$ cat config.mk
export PLATFORM = sky130hd
export DESIGN_NAME = acc_40b
export DESIGN_NICKNAME = d
export VERILOG_FILES = /design/src/rtl/acc_40b.sv
export SDC_FILE = /design/constraint.sdc
export NUM_CORES = 1
export LEC_CHECK = 0
export ABC_CLOCK_PERIOD_IN_PS = 2400
export BUFFER_PORTS_ARGS = -buffer_cell sky130_fd_sc_hd__buf_2
export CORE_MARGIN = 5
export CORE_UTILIZATION = 28
export CTS_CLUSTER_SIZE = 24
export DETAILED_ROUTE_END_ITERATION = 10
export HOLD_SLACK_MARGIN = 0.02
export SYNTH_ARGS = -nofsm -noshare
export SYNTH_HDL_FRONTEND = slang
export SYNTH_SLANG_ARGS = --single-unit
$ cat constraint.sdc
create_clock -name clk -period 2.4 [get_ports clk]
set_input_delay 0.36 -clock clk [delete_from_list [all_inputs] [get_ports clk]]
set_output_delay 0.36 -clock clk [all_outputs]
set_load 0.01 [all_outputs]
$ cat src/rtl/acc_40b.sv
// Burst accumulator: sums a stream of W-bit beats up to in_last and presents sum, sticky carry and beat count.
// Optional macro ACC40_SAT_EN clamps the sum to all-ones once a carry has occurred in the burst.
module acc_40b #(
  parameter int W     = 40,
  parameter int CNT_W = 8
) (
  input  logic             clk,
  input  logic             reset,
  input  logic             in_valid,
  output logic             in_ready,
  input  logic [W-1:0]     in_data,
  input  logic             in_last,
  output logic             out_valid,
  input  logic             out_ready,
  output logic [W-1:0]     out_sum,
  output logic             out_ovf,
  output logic [CNT_W-1:0] out_cnt
);

  typedef enum logic [1:0] {
    IDLE,
    ACCUM,
    DONE
  } state_t;

  localparam logic [CNT_W-1:0] CNT_MAX = '1;
  localparam logic [CNT_W-1:0] CNT_ONE = {{(CNT_W-1){1'b0}}, 1'b1};

  state_t           state;
  state_t           state_next;
  logic [W-1:0]     acc;
  logic [W-1:0]     acc_next;
  logic             ovf;
  logic             ovf_next;
  logic [CNT_W-1:0] cnt;
  logic [CNT_W-1:0] cnt_next;
  logic [W:0]       sum_ext;

  assign sum_ext = {1'b0, acc} + {1'b0, in_data};

  always_ff @(posedge clk) begin
    if (reset) begin
      state <= IDLE;
      acc   <= '0;
      ovf   <= 1'b0;
      cnt   <= '0;
    end else begin
      state <= state_next;
      acc   <= acc_next;
      ovf   <= ovf_next;
      cnt   <= cnt_next;
    end
  end

  // in_ready depends only on the registered state, so out_ready never reaches it combinationally.
  always_comb begin
    state_next = state;
    acc_next   = acc;
    ovf_next   = ovf;
    cnt_next   = cnt;
    in_ready   = 1'b0;
    out_valid  = 1'b0;
    case (state)
      IDLE: begin
        in_ready = 1'b1;
        if (in_valid) begin
          acc_next   = in_data;
          ovf_next   = 1'b0;
          cnt_next   = CNT_ONE;
          state_next = in_last ? DONE : ACCUM;
        end
      end
      ACCUM: begin
        in_ready = 1'b1;
        if (in_valid) begin
          acc_next = sum_ext[W-1:0];
          ovf_next = ovf | sum_ext[W];
`ifdef ACC40_SAT_EN
          if (ovf_next) acc_next = '1;
`endif
          if (cnt != CNT_MAX) cnt_next = cnt + CNT_ONE;
          if (in_last) state_next = DONE;
        end
      end
      DONE: begin
        out_valid = 1'b1;
        if (out_ready) state_next = IDLE;
      end
      default: state_next = IDLE;
    endcase
  end

  assign out_sum = acc;
  assign out_ovf = ovf;
  assign out_cnt = cnt;

endmodule

# [Word-level counts from Yosys, hierarchy flattened]
# Index checks and enable logic that the tools add are counted.
[totals] ramBits=0 in_bits=45 ff_bits=51 mem_bits_ro=0 latchBits=0 n_memories=0
[classes] muxes=18 addsub=2 n_mul=0 n_eq_ne=8 div=0 n_reduce_logical=6 order_cmp=0 shifts=0 n_bitwise=1
[op_table] cell="40-bit 2-to-1 mux" n=2
[op_table] cell="40-bit case mux with 2 select lines" n=1
[op_table] cell="40-bit by 40-bit adder with 41-bit output" n=1
[op_table] cell="8-bit 2-to-1 mux" n=3
[op_table] cell="8-bit case mux with 2 select lines" n=1
[op_table] cell="2-bit 2-to-1 mux" n=5
[op_table] cell="2-bit != test (second input constant)" n=5
[op_table] cell="8-bit by 1-bit adder with 8-bit output (second input constant)" n=1
[op_table] cell="8-bit != test (second input constant)" n=1
[op_table] cell="4-bit AND reduction" n=2
[op_table] cell="2-bit case mux with 3 select lines" n=1
[op_table] cell="1-bit 2-to-1 mux" n=4
[op_table] cell="3-bit AND reduction" n=1
[op_table] cell="2-bit by 1-bit == test with 1-bit output (second input constant)" n=1
[op_table] cell="2-bit == test (second input constant)" n=1
[op_table] cell="2-bit zero test" n=1
[op_table] cell="1-bit case mux with 2 select lines" n=1
[op_table] cell="2-bit nonzero test" n=1
[op_table] cell="2-bit OR reduction" n=1
[op_table] cell="1-bit bitwise OR" n=1

# [Longest topological paths before layout]
[logic_depth] ltp_word=4 ltp_mapped=12 mapped_depth_nobuf=12

# [Worst setup path before layout]
# OpenSTA, ideal clock, no wires.
[synth_path] path_type="reg2reg" startpoint="register acc[0] (netlist: out_sum[0])" endpoint="register acc[30] (netlist: out_sum[30])" arrival_ps=2593 required_time_ps=2305 path_stages_with_launch=13 path_slack_ps=-288 n_path_buf=0 cell_sequence="dfxtp_1 > ha_1 > inv_1 > fa_1 > nand2b_1 > a21oi_2 > o311a_4 > a31oi_4 > a22o_4 > o21bai_4 > a31oi_1 > xor2_1 > a221oi_1"
[synth_via] elab_chain_cells=3
[synth_lines] item="start, declared" line_no="31" source="logic [W-1:0] acc;"
[synth_lines] item="start signal, assigned" line_no="49" source="acc <= acc_next;"
[synth_lines] item="40-bit by 40-bit adder with 41-bit output" line_no="39" source="assign sum_ext = {1'b0, acc} + {1'b0, in_data};"
[synth_lines] item="40-bit 2-to-1 mux" line_no="75" source="if (in_valid) begin"
[synth_lines] item="40-bit case mux with 2 select lines" line_no="63" source="case (state)"
# No other way between the ends. The select of a mux whose other input is x is not followed.
# A chain may end at the register's enable or synchronous reset.

# [Worst setup path in the final report]
[layout_path] startpoint="register acc[0] (netlist: out_sum[0])" endpoint="register acc[38] (netlist: out_sum[38])"
# The elaborated chain is that of the path after synthesis.

==> impl_metrics.yaml <==
hold_path:
  min_path_type: "in -> reg"
global_routing:
  grt.total_usage_pct: 15.6
  grt-busiest-layer: "met2"
  gr-usage-met3_pct: 3.59
  antenna_found_initial: 1
  grt_overflow: 0
  grt_max_degree: 41
  grt_use_met2_pct: 25.4
  grt_pass1_wl_mm: 25.2
  grt_util_met1_pct: 21.0
  grt_pass1_vias: 5094
clock_network:
  clk_pin_slew_ns: 0.08
  cts_inserted_buffers: 5
  cts_buffer_depth: 2
  cts_tree: "built"
  ctsRootBufferMaster: "clkbuf_16"
  clock_sinks: 51
  insertion_delay_ns: 0.31
  htree_levels: 2
timing:
  tns_ns: -0.875
  post-route-min-period_ns: 2.53
  fin_skew_ns: 0.00986
  slew_viol_final: 0
  final_hold_viol_count: 0
  rsz0062_at_grt: "true"
  slew_headroom_pct: 63.3
  finalSetupViolations: 14
  finalCritPeriodShare_pct: 106
  fmax_ghz: 0.395
  setup_ws_ns: -0.132
  worstMarginPinSlew_ns: 0.549
setup_path:
  crit_type: "reg -> reg"
  start_kind: "flip-flop"
  cp_top_family: "compound AO/OA/AOI/OAI gates"
  critPathMaxStageDelay_ns: 0.36
  critPathArrivalTime_ns: 2.75
  crit_required_ns: 2.62
  cp_max_fo: 5
  critPathSlowestCell: "dfxtp_4"
  worst_setup_path_end_kind: "flip-flop"
  path_buf_inv: 1
  path_cells: "ha_4 > inv_2 > fa_2 > nand2b_4 > a21oi_4 > o311a_4 > a31oi_4 > a22o_4 > o21bai_4 > a21o_4 > nor4_2 > o32ai_1"
synth:
  syn_avg_cell_area_um2: 7.96
  synth_xor_xnor_area_share_pct: 6.20
  synth_area_um2: 4660
  synth_nets: 672
  yosysUniqueCellTypes: 75
  synth_top_area_share_pct: 21.9
  ys_ff_latch: 51
  synthTopCellsByArea: "dfxtp_1 22%, ha_1 11%, a21oi_1 7.2%, nand2_1 4.4%, nor2_1 4.1%"
  synth_warnings: 0
  synth_edf_count: 0
  synth.yosys.seq_area_share_pct: 21.9
  synth_mux_area_share_pct: 2.58
  yosys.area.top_type: "dfxtp_1"
  yosys.area_share.simple_pct: 18.7
  synth_fa_ha_area_share_pct: 11.4
  synth_compound_area_share_pct: 33.4
  synth_ff_type: "dfxtp_1"
  syn_inst: 585
  synth_top_family_by_area: "compound AO/OA/AOI/OAI gates"
  synth-async-reset-ratio_pct: 0
status:
  violations: "negative setup slack"
  status: "complete, but fails checks"
detailed_routing:
  routed_wirelength_mm: 15.7
  drtAntennaViolNets: 0
  drt_iter0_drc: 219
  drc: 0
  vias: 5013
  drt_first_pass_iters: 4
  drt-wirelength-per-cell_um: 15.9
  via_per_inst: 5.08
cells_and_area:
  final-seq-area_um2: 1030
  fin_area_um2: 6690
  n_antenna_cell: 0
  layout-drive-gt1-share_pct: 40.1
  syn2layout_area_growth_pct: 43.6
  fin_nets: 852
  fin_util_pct: 40.6
  nFillCells: 1662
  multi_input_area_um2: 3800
floorplan:
  fp.dieW_um: 139
  initial_core_util_pct: 28.3
  ios: 96
  die_area_um2: 19300
  core_um2: 16500
  row_count: 47
  die_y_um: 139
place:
  gp_congestion: 0.879
  post-place-ws_ns: -0.329
  placed_cell_area_um2: 6010
  port_buffers: 95
  hpwl_mm: 11.9
power:
  power_mw: 3.49
  power_density_nw_per_um2: 522
  leakagePower_nw: 2.97
  peakVddDrop_uv: 346
flow_run:
  drv_cap: 0
## power breakdown
group / total (mW) / internal (mW) / switching [mW] / leakage [nW]
Combinational: 1.58 / 0.755 / 0.825 / 2.46
Sequential: 0.973 / 0.912 / 0.0604 / 0.422
Clock: 0.939 / 0.557 / 0.381 / 0.0882
## area by class of cell
type | count | area share (%)
flip-flops and latches | 51 | 15.4
repair buffers | 207 | 20.0
clock buffers | 6 | 2.24
well taps | 220 | 4.11
clock inverters | 2 | 0.561
inverters | 15 | 0.842
multi-input cells | 485 | 56.9
## logic make-up after synthesis
| group | count (synthesis) |
|---|---|
| AO/OA/AOI/OAI | 217 |
| XOR/XNOR | 33 |
| adder cells (fa/ha/maj) | 42 |
| buffers and inverters | 49 |
| flip-flops | 51 |
| multiplexers | 12 |
| AND/OR/NAND/NOR | 181 |
## worst paths after layout
check | from | end | slack [ns] | depth (start not counted)
hold / removal | out_ready | state[1] | 0.33 | 4
hold reg to reg | out_sum[26] | out_sum[26] | 0.47 | 2
setup / recovery | out_sum[0] | out_sum[38] | -0.13 | 12
setup reg to reg | out_sum[0] | out_sum[38] | -0.13 | 12
## Yosys cell counts (all sizes together), types with 3 or more instances
library cell / instances
o221ai: 16
dfxtp: 51
a21o: 22
and3: 5
nor3b: 3
a211oi: 16
o211ai: 5
nand2: 57
xnor2: 20
ha: 41
o21a: 5
a221oi: 4
nand3: 13
or2: 3
nor4: 3
nand4: 8
xor2: 13
o21ai: 39
clkbuf: 27
inv: 15
nor3: 12
a311oi: 4
o31ai: 4
or4: 3
nor2b: 5
nand2b: 9
a41oi: 3
a21oi: 70
o21bai: 7
nor2: 52
mux2i: 12
buf: 6
a31oi: 8
nor4b: 3
## state kept, by name (all words and copies together), names as in the netlist
signal,count
out_cnt,8
state,2
out_ovf,1
out_sum,40
## layer usage
layer	vias up	routed length (um)
met3	16	789
li1	2554	-
met2	93	7170
met4	2	183
met5	-	7
met1	2348	7550
## tightest hold or removal path: cells and delay by family
| kind | cells | cell delay [ns] |
|---|---|---|
| and+or+nand+nor | 1 | 0.07 |
| AOI/OAI and AO/OA | 1 | 0.05 |
| buffers and inverters | 2 | 0.13 |
## timing repair
action / 4_1_cts / 5_1_grt
hold buffers: 0 / 0
pin swaps: 27 / 26
gates cloned: 0 / 0
setup endpoints to repair: 25 / 29
resized for setup: 28 / 39
setup buffers: 4 / 8
## layout by cell type, fill, tap and decap left out, types with 14 or more instances in the layout
cell type,Yosys,final
xnor2_1,20,16
nor2_1,51,50
a21oi_1,67,59
inv_1,15,14
a21o_1,16,16
o221ai_1,16,16
o21ai_0,28,27
ha_4,0,15
buf_2,0,95
ha_1,41,25
dfxtp_1,51,45
nand2_1,54,54
buf_4,0,107
## through the flow
stage	hold WS, ns	cells
6_report	0.331	986
5_1_grt	0.340	986
4_1_cts	0.330	978
3_5_place_dp	0.464	967
3_3_place_gp	0.455	967
2_1_floorplan	0.486	585
(Power assumes the default switching activity.)
